### src/rtl/alu_operand_feeder.sv
// alu_operand_feeder: sequences one host command into a byte-serial ALU.
// It sends operand A, then operand B, waits for the ALU to answer, captures the
// low and high result bytes and holds the 16-bit result until the host takes it.
// Optional feature: define ALU_FEEDER_TIMEOUT_EN to abort a command whose ALU
// answer does not arrive within TIMEOUT_CYCLES WAIT cycles (res_err=1, res_data=0).
module alu_operand_feeder #(
  parameter int TIMEOUT_CYCLES = 64
) (
  input  logic        clk,
  input  logic        rst,
  input  logic        cmd_valid,
  output logic        cmd_ready,
  input  logic [1:0]  cmd_op,
  input  logic [7:0]  cmd_a,
  input  logic [7:0]  cmd_b,
  output logic [1:0]  alu_op,
  output logic [7:0]  alu_in,
  output logic        alu_valid,
  input  logic [7:0]  alu_o,
  input  logic        alu_ready,
  output logic        res_valid,
  input  logic        res_ready,
  output logic [15:0] res_data,
  output logic        res_err
);

  typedef enum logic [2:0] {
    IDLE   = 3'd0,
    SEND_A = 3'd1,
    SEND_B = 3'd2,
    WAIT   = 3'd3,
    CAP_HI = 3'd4,
    DONE   = 3'd5
  } state_t;

  state_t      state;
  state_t      state_nxt;
  logic [7:0]  a_q;
  logic [7:0]  b_q;
  logic [1:0]  op_q;
  logic [15:0] data_q;
  logic        accept;
  logic        timeout_hit;

  assign accept = (state == IDLE) && cmd_valid;

`ifdef ALU_FEEDER_TIMEOUT_EN
  localparam int CNT_W = ($clog2(TIMEOUT_CYCLES + 1) > 8) ? $clog2(TIMEOUT_CYCLES + 1) : 8;

  logic [CNT_W-1:0] tmo_cnt;
  logic             err_q;

  // WAIT-cycle counter: cleared on the way into WAIT, counts every WAIT cycle.
  always_ff @(posedge clk or posedge rst) begin
    if (rst) begin
      tmo_cnt <= '0;
    end else if (state == SEND_B) begin
      tmo_cnt <= '0;
    end else if (state == WAIT) begin
      tmo_cnt <= tmo_cnt + 1'b1;
    end
  end

  // The final allowed WAIT cycle is the one where the counter shows TIMEOUT_CYCLES-1.
  assign timeout_hit = (state == WAIT) && !alu_ready &&
                       (tmo_cnt == CNT_W'(TIMEOUT_CYCLES - 1));

  // Error flag: cleared when a command is accepted, set when it is aborted.
  always_ff @(posedge clk or posedge rst) begin
    if (rst) begin
      err_q <= 1'b0;
    end else if (accept) begin
      err_q <= 1'b0;
    end else if (timeout_hit) begin
      err_q <= 1'b1;
    end
  end

  assign res_err = err_q;
`else
  assign timeout_hit = 1'b0;
  assign res_err     = 1'b0;
`endif

  // State register.
  always_ff @(posedge clk or posedge rst) begin
    if (rst) begin
      state <= IDLE;
    end else begin
      state <= state_nxt;
    end
  end

  // Next-state logic; alu_ready only matters while waiting for the ALU.
  always_comb begin
    state_nxt = state;
    case (state)
      IDLE:    if (cmd_valid) state_nxt = SEND_A;
      SEND_A:  state_nxt = SEND_B;
      SEND_B:  state_nxt = WAIT;
      WAIT: begin
        if (alu_ready)        state_nxt = CAP_HI;
        else if (timeout_hit) state_nxt = DONE;
      end
      CAP_HI:  state_nxt = DONE;
      DONE:    if (res_ready) state_nxt = IDLE;
      default: state_nxt = IDLE;
    endcase
  end

  // Outputs decoded from the state; operand bus is zero when not qualified.
  always_comb begin
    cmd_ready = (state == IDLE);
    alu_valid = 1'b0;
    alu_in    = 8'h00;
    res_valid = (state == DONE);
    case (state)
      SEND_A: begin
        alu_valid = 1'b1;
        alu_in    = a_q;
      end
      SEND_B: begin
        alu_valid = 1'b1;
        alu_in    = b_q;
      end
      default: ;
    endcase
  end

  // Operand latches: only observed in SEND_A/SEND_B, so no reset is needed.
  always_ff @(posedge clk) begin
    if (accept) begin
      a_q <= cmd_a;
      b_q <= cmd_b;
    end
  end

  // Op code and result registers; the result only changes in WAIT/CAP_HI.
  always_ff @(posedge clk or posedge rst) begin
    if (rst) begin
      op_q   <= 2'b00;
      data_q <= 16'h0000;
    end else begin
      if (accept) begin
        op_q <= cmd_op;
      end
      if ((state == WAIT) && alu_ready) begin
        data_q[7:0] <= alu_o;
      end else if (timeout_hit) begin
        data_q <= 16'h0000;
      end else if (state == CAP_HI) begin
        data_q[15:8] <= alu_o;
      end
    end
  end

  assign alu_op   = op_q;
  assign res_data = data_q;

endmodule

### config.mk
export PLATFORM = sky130hd
export DESIGN_NAME = alu_operand_feeder
export DESIGN_NICKNAME = d
export VERILOG_FILES = /design/src/rtl/alu_operand_feeder.sv
export SDC_FILE = /design/constraint.sdc
export NUM_CORES = 1
export LEC_CHECK = 0
export BUFFER_PORTS_ARGS = -buffer_cell sky130_fd_sc_hd__buf_2
export CAP_MARGIN = 20
export CORE_MARGIN = 5
export CORE_UTILIZATION = 30
export CTS_CLUSTER_SIZE = 40
export DETAILED_ROUTE_END_ITERATION = 16
export PLACE_DENSITY = 0.53
export SYNTH_ARGS = -nofsm -noshare
export SYNTH_HDL_FRONTEND = slang
export SYNTH_SLANG_ARGS = --single-unit
### constraint.sdc
create_clock -name clk -period 2.8 [get_ports clk]
set_input_delay 0.56 -clock clk [delete_from_list [all_inputs] [get_ports clk]]
set_output_delay 0.56 -clock clk [all_outputs]
set_load 0.02 [all_outputs]
# Word level (Yosys, flattened, before mapping)
# Index checks and enable logic that the tools add are counted.
word_totals:
  latchBits: 0
  romBits: 0
  mem_bits_rw: 0
  reg_bits: 37
  output_inout_bits: 30
  memories: 0
classes:
  muxes: 6
  order_cmp: 0
  bitwise_logic: 1
  div_mod_pow: 0
  reduce_logical: 6
  n_eq_ne: 8
  mul: 0
  shifts: 0
  addsub: 0
op_table:
  columns: ["operator", "n"]
  rows:
  - ["one-hot mux 3 bit (6 select lines)", 1]
  - ["one-hot mux 8 bit (2 select lines)", 1]
  - ["two-way mux 3 bit", 3]
  - ["== test 3 x 2 -> 1 bit, second input constant", 2]
  - ["== test 3 bit, second input constant", 2]
  - ["inequality test 2 bit, second input constant", 2]
  - ["== test 3 x 1 -> 1 bit, second input constant", 1]
  - ["zero test 3 bit", 1]
  - ["AND reduction 3 bit", 1]
  - ["logical AND 1 bit", 2]
  - ["inequality test 2 x 1 -> 1 bit, second input constant", 1]
  - ["AND reduction 2 bit", 1]
  - ["OR reduction 2 bit", 1]
  - ["two-way mux 1 bit", 1]
  - ["inverter 1 bit", 1]

# Logic depth before layout (Yosys ltp)
# Gate-level depths: netlist (run 1).
depth:
  ltp_word: 4
  depth_mapped: 5
  depth_no_buf: 3

# Least setup slack after synthesis (run 1)
# Ideal clock, no wire load.
synth_path:
  path_type: "register to register"
  from: "register state[2]"
  to: "register op_q[0] (netlist: alu_op[0])"
  setup_time_ps: 125
  arrival_ps: 1971
  path_buffers: 1
  synth_period_minus_slack_ps: 2096
  slack_ps: 704
  stages_incl_launch_ff: 5
  required_ps: 2675
  cell_sequence: "dfrtp_1 buf_2 nor3_1 and2_1 mux2_2"
synth_via:
  elab_chain_cells: 2
synth_rtl:
  columns: ["element", "line_no", "source"]
  rows:
  - ["start: declaration", "36", "state_t state;"]
  - ["start signal: assignment", "90", "state <= state_nxt;"]
  - ["zero test 3 bit", null, null]
  - ["net cmd_ready", "12", "output logic cmd_ready,"]
  - ["logical AND 1 bit", "45", "assign accept = (state == IDLE) && cmd_valid;"]
  - ["net accept", "42", "logic accept;"]
  - ["end signal: assignment", "145", "op_q <= cmd_op;"]
  - ["end: declaration", "40", "logic [1:0] op_q;"]
# The timed path passes the listed nets, and every way through them passes these cells.
# A chain may end at the register's enable or synchronous reset.

# Worst setup path after layout (run 1)
layout_path:
  from: "register state[0]"
  to: "output alu_in[5]"
layout_via:
  elab_chain_cells: 2
  word_cells_on_any_way: 3
layout_rtl:
  columns: ["element", "line_no", "source"]
  rows:
  - ["== test 3 x 2 -> 1 bit or == test 3 x 1 -> 1 bit (tied branches)", "117", "case (state)"]
  - ["one-hot mux 8 bit (2 select lines) *", "117", null]
  - ["end: declaration", "17", "output logic [7:0] alu_in,"]
# Every way passes the cells marked *; elsewhere a longest branch is shown, timed or not.

==> summary.txt, run 1 <==
Run status
  • Status: finished, final reports clean

Place
  • Routability cong.: 0.7432
  • DP Wirelength: 2397 µm
  • Dpl ws: around 580 ps
  • DP Area: roughly 1800 µm²
  • Port Buf Inserts: just under 60

Logic synthesis
  • Post-synthesis mux area share: 0.1373
  • Mapped Area: about 1500 µm²
  • Complex-gate fraction of the synthesized area: 0.06949
  • Top cell type's share of synthesized area: 0.3559
  • Synth Area per Inst: 15.07 µm²
  • Sequential area share after synthesis: 0.6814
  • Cells after Synth: around 100
  • Synth unique cells: 26
  • Post-Synth XOR/XNOR Area: 0
  • Ys Warns: 0
  • Largest family of logic cells by synthesized area: multiplexers
  • Post-Synth Adder-Cell Area: 0
  • Synth Area in Simple Gates: 0.08220
  • Largest area contributor in the netlist: dfrtp_1
  • Top cells by area, synth: dfrtp_1 (36%), edfxtp_1 (33%), mux2_2 (11%), a22oi_1 (4.1%), mux2_1 (3.1%)
  • Count of state elements after synthesis: 37
  • Post-synth net total: ~130

STA
  • Hold slack: ~430 ps
  • Final WS setup: between 200 and 300 ps
  • Unrepaired setup endpoints after global routing: false
  • Crit path time final: 2502 ps
  • Final number of setup-violating endpoints: 0
  • Slew @ Worst Pin: approximately 800 ps
  • Slew HR: 0.4590
  • Max Freq: between 300 and 400 MHz
  • Skew final: roughly 7 ps
  • Endpoints failing hold: 0
  • Final cycle utilization of the critical path: 0.8936
  • Slew Viols, Final: 0
  • Setup TNS: 0 ps

Global route
  • Initial antenna violation count: 0
  • Vias in the first global route: 1076
  • Overflow after GRT: 0
  • GR Util met3: 0.04596
  • First-pass GRT wire length: roughly 5000 µm
  • Largest net degree at the start of global routing: 22
  • Gr usage total: 0.1056
  • Met2 Usage GRT: 0.1507
  • GR peak layer: met2
  • Met1 Use GR: 0.1400

Route
  • Detail Route Antenna Nets: 0
  • Vias per cell: approximately 4.4
  • Drt initial violations: 54
  • Remaining DRCs: 0
  • Avg WL per Cell: approximately 14 µm
  • Drt first pass iters: 4
  • Via Count: 986
  • Final wirelength: 3179 µm

Pwr
  • Share of power burned in registers: 0.423
  • Net Sw Power: slightly below 0.9 mW
  • Internal power: ~1.3 mW
  • Sw frac: 0.3975
  • PD cells: about 1200 nW/µm²
  • Leak: 0.8679 nW
  • Clock Power Share: 0.151
  • IR drop worst, VDD: between 0.5 and 0.6 mV
  • Combinational share of power: 0.427

Finish
  • Diode count: 0
  • Commonest non-fill, non-tap cell in the layout: buf_2
  • Filler cells: approximately 480
  • Register area: around 1000 µm²
  • Most frequent cells in the layout: buf_2 (59), dfrtp_1 (21), edfxtp_1 (16), mux2_2 (14)
  • Finished Cell Area: between 1500 and 2000 µm²
  • Multi-input logic area: ~430 µm²
  • Post-Route Utilization: 0.4003
  • Area Growth Syn to Fin: 28.90%
  • Final net count: around 190
  • Fraction of layout cells with a size suffix above 1: 0.5190

Setup path
  • Worst setup path class: reg -> out
  • Worst Path Buf+Inv: 1
  • Crit path max-delay cell type: nor2b_1
  • CP delay by family, top: simple AND/OR/NAND/NOR gates
  • Worst R2R End: a_q[6]
  • CP Max Fanout: 11
  • Reg-to-reg slack, setup: 910 ps
  • Type of origin of the critical path: flip-flop
  • R2R cell count: 3
  • CP Cell Sequence: nor2b_1, a22oi_1, nor2_1, buf_2
  • Reg2reg start: state[2]
  • Crit path largest cell delay: around 580 ps
  • CP arrival: about 1900 ps
  • WP data required: 2240 ps
  • CP Capture Type: primary output

Floorplan
  • Initial Util: 0.3105
  • Io pins: 61
  • Die ar.: 6424 µm²
  • FP Rows: 25
  • Chip width: roughly 80 µm
  • Die Y: 80.15 µm
  • Core area: 4755 µm²

Clock network
  • Worst-path clk slew: 70 ps
  • Cts bufs inserted: 5
  • Clock latency at the later pin of the worst-skew pair: between 200 and 300 ps
  • # resized after CTS: 0
  • Hold Buf Count CTS: 0
  • Clk root buf: clkbuf_8
  • CTS tree: yes
  • H-tree levels: 2
  • Clock Tree Buf Depth: 2
  • Setup bufs post-CTS: 0
  • Clk sink count: 37

Hold path
  • Min-delay worst type: in -> async

Flow run
  • Max_cap viols: 0
-- synth_stat cells --
cell type	count
nand4b_2	1
clkbuf_1	1
buf_4	1
nand3b_1	1
mux2_1	4
nand2b_1	1
o21ai_0	1
and2_1	1
inv_1	1
a21oi_1	1
nor3_1	1
a22oi_1	8
edfxtp_1	16
nor2_1	8
nor2b_1	2
nand2_1	3
buf_2	5
mux2_2	14
o21ba_2	1
nor3b_4	1
conb_1	1
o21bai_1	1
o2bb2ai_1	1
and3b_1	1
a31oi_1	1
dfrtp_1	21
-- sequential cells by signal, summed over array words and instances (netlist names) --
name,flops
alu_op,2
state,3
res_data,16
b_q,8
a_q,8
-- metrics by stage --
stage	power, mW	std cells
after floorplan	1.579	98
after global placement	1.859	218
after detailed placement	1.889	218
after CTS	2.234	225
after global routing	2.355	225
final	2.199	225
-- layout make-up --
cell class              instances  area share
flip-flops and latches         37      0.5286
multi-input cells              53      0.2262
repair buffers                 60      0.1591
well taps                      67     0.04405
clock buffers                   6     0.03813
clock inverters                 1    0.001972
inverters                       1    0.001972
-- kinds of logic (layout without fill, tap and decap cells) --
logic type             Yosys count  count (layout)
muxes                           18              18
buffers and inverters            8              68
DFF                             37              37
and+or+nand+nor                 20              20
AOI/OAI and AO/OA               14              14
other                            1               1
-- worst reg2reg max path, delay by kind of cell (launching register included) --
family	cells	cell delay [ps]
flops	1	570
simple gates	2	790
buf+inv	1	250
-- power by group through the flow --
stage	clock network, mW	logic, mW	registers (mW)
after detailed placement	0	0.957	0.932
after CTS	0.346	0.957	0.931
after global placement	0	0.932	0.926
final	0.332	0.938	0.929
after floorplan	0	0.561	1.02
after global routing	0.375	1.02	0.958
-- worst max-delay path by stage --
stage | from | end | slack (ps) | cells past startpoint
6_report | state[0] | alu_in[5] | 300 | 4
5_1_grt | state[0] | alu_in[5] | 90 | 4
4_1_cts | state[0] | alu_in[5] | 260 | 4
3_5_place_dp | state[0] | alu_in[5] | 580 | 4
3_3_place_gp | state[0] | alu_in[5] | 740 | 4
2_1_floorplan | state[2] | alu_op[0] | 700 | 4
-- per-layer routing --
metal	vias up	share of wire
met5	-	0
met4	0	0.013
li1	470	-
met2	50	0.43
met1	461	0.44
met3	5	0.11
Note: power is estimated with default switching activity, not from simulation.
==> run 2: changes to the inputs <==
--- a/config.mk
+++ b/config.mk
@@ -5,6 +5,7 @@
 export SDC_FILE = /design/constraint.sdc
 export NUM_CORES = 1
 export LEC_CHECK = 0
+export ABC_CLOCK_PERIOD_IN_PS = 2700
 export BUFFER_PORTS_ARGS = -buffer_cell sky130_fd_sc_hd__buf_2
 export CAP_MARGIN = 20
 export CORE_MARGIN = 5
@@ -12,6 +13,7 @@
 export CTS_CLUSTER_SIZE = 40
 export DETAILED_ROUTE_END_ITERATION = 16
 export PLACE_DENSITY = 0.53
+export SLEW_MARGIN = 20
 export SYNTH_ARGS = -nofsm -noshare
 export SYNTH_HDL_FRONTEND = slang
 export SYNTH_SLANG_ARGS = --single-unit
==> constraint.sdc (replaced) <==
create_clock -name clk -period 2.7 [get_ports clk]
set_input_delay 0.54 -clock clk [delete_from_list [all_inputs] [get_ports clk]]
set_output_delay 0.54 -clock clk [all_outputs]
set_load 0.02 [all_outputs]
==> run 2 against run 1 <==
  * Critical path depth unchanged
  * Combinational power up 3.8%
  * Global-route usage down 0.39 points
  * Core utilization up 0.74 points
  * Sequential share of layout area down 0.96 points
  * Clock skew up 4.7 ps
  * Power up 8.3%
  * Flip-flop and latch count unchanged
  * Worst setup slack worse by 76 ps
  * Clock-buffer cell count up 2
  * Cell count up 0.44%
  * Routed wire length down 1.7%
==> summary.txt, run 2 (synthesis gave the netlist of run 1 again) <==
Route
  • Avg WL per Cell: roughly 14 µm
  • Remaining DRCs: 0
  • Met3 routed WL: roughly 340 µm
  • Met2 routed WL: between 1000 and 1500 µm
  • Via Count: between 1000 and 1500
  • Drt initial violations: 22
  • Drt first pass iters: 4
  • Detail Route Antenna Nets: 0
  • M1 WL: around 1400 µm
  • Final wirelength: approximately 3100 µm
  • Vias per cell: roughly 4.4
  • Top sig layer: met4

Finish
  • Commonest non-fill, non-tap cell in the layout: buf_2
  • Most frequent cells in the layout: buf_2 (59), dfrtp_1 (21), edfxtp_1 (16), mux2_2 (14)
  • Area Growth Syn to Fin: 31.27%
  • Diode count: 0
  • Final net count: approximately 190
  • Filler cells: roughly 480
  • Layout Cells excl Fill: around 230
  • Fraction of layout cells with a size suffix above 1: 0.5283
  • Max reg flops: 16

Floorplan
  • Io pins: 61
  • Die ar.: ~6400 µm²
  • Chip width: roughly 80 µm
  • Initial Util: 0.3105
  • Die Y: 80.15 µm
  • Core area: between 4000 and 5000 µm²
  • FP Rows: 25

Pwr
  • IR drop worst, VDD: about 0.47 mV
  • PD cells: about 1200 nW/µm²
  • Leak: 0.8858 nW
  • Tot Pwr: 2.382 mW

Place
  • Port Buf Inserts: 59
  • Inst Count DP: 218
  • Dpl ws: about 520 ps
  • Routability cong.: 0.7463
  • DP Wirelength: approximately 2300 µm

STA
  • Max Freq: just over 400 MHz
  • Final number of setup-violating endpoints: 0
  • Setup TNS: 0 ps
  • Slew @ Worst Pin: a little under 800 ps
  • Slew Viols, Final: 0
  • Skew final: roughly 12 ps
  • Crit path time final: ~2500 ps
  • Final cycle utilization of the critical path: 0.9178
  • Endpoints failing hold: 0
  • Unrepaired setup endpoints after global routing: false
  • Slew HR: 0.4792
  • Final WS setup: about 220 ps

Setup path
  • Type of origin of the critical path: flip-flop
  • CP arrival: 1940 ps
  • Worst setup path class: reg -> out
  • WP data required: 2160 ps
  • CP Capture Type: primary output
  • CP Max Fanout: 11

Clock network
  • Clk sink count: 37
  • Hold Buf Count CTS: 0
  • Cts bufs inserted: 5
  • H-tree levels: 2
  • Clock Tree Buf Depth: 2
  • CTS tree: yes
  • Clk root buf: clkbuf_8
  • Worst-path clk slew: around 80 ps
  • Setup bufs post-CTS: 0
  • Clock latency at the later pin of the worst-skew pair: 290 ps
  • # resized after CTS: 0

Global route
  • Largest net degree at the start of global routing: 22
  • Initial antenna violation count: 0
  • First-pass GRT wire length: just under 5000 µm
  • Gr usage total: 0.1017
  • Overflow after GRT: 0
  • Vias in the first global route: 1084

Run status
  • Status: finished, final reports clean

Flow run
  • Max_cap viols: 0

Hold path
  • Min-delay worst type: in -> async
==> run 2: cell type report <==
type                            instances  area, µm²  area share
Tap cell                               67      83.83     0.04325
Timing Repair Buffer                   60      302.8      0.1562
Inverter                                1      3.754    0.001937
Clock buffer                            8      111.4     0.05746
Multi-Input combinational cell         53      430.4      0.2221
Sequential cell                        37       1006      0.5190
==> run 2: per-layer routing <==
metal  global-route usage  vias up
met5                    0        -
met4              0.05068        0
met3              0.04596        6
met2               0.1565       50
met1               0.1192      475
li1                     -      473
==> run 2: where the power goes <==
part | total (mW) | switching (mW) | internal, mW
Sequential | 0.958 | 0.159 | 0.799
Combinational | 0.974 | 0.573 | 0.401
Clock | 0.451 | 0.187 | 0.264
==> run 2: worst max-delay path: stages (launching register included) <==
cell	delay [ps]
dfrtp_1	560
nor2b_1	580
a22oi_1	190
nor2_1	140
buf_2	180
==> run 2: through the flow <==
step	utilization	instance area, µm²	hold slack (ps)
after floorplan	-	1476	516.5
after global placement	0.3842	1827	468.0
after detailed placement	0.3842	1827	473.0
after CTS	0.4076	1938	407.2
after global routing	0.4076	1938	415.2
final	0.4076	1938	382.6
==> run 2: final timing paths <==
path                         startpoint            to  cells past startpoint  slack (ps)
max                            state[0]     alu_in[7]                      4         220
min                                 rst   res_data[6]                      2         380
max reg2reg                    state[2]  res_data[14]                      2         970
min reg2reg                res_data[11]  res_data[11]                      1         490
max in group asynchronous           rst   res_data[8]                      2        1830
min in group clk               cmd_b[0]        b_q[0]                      1         430
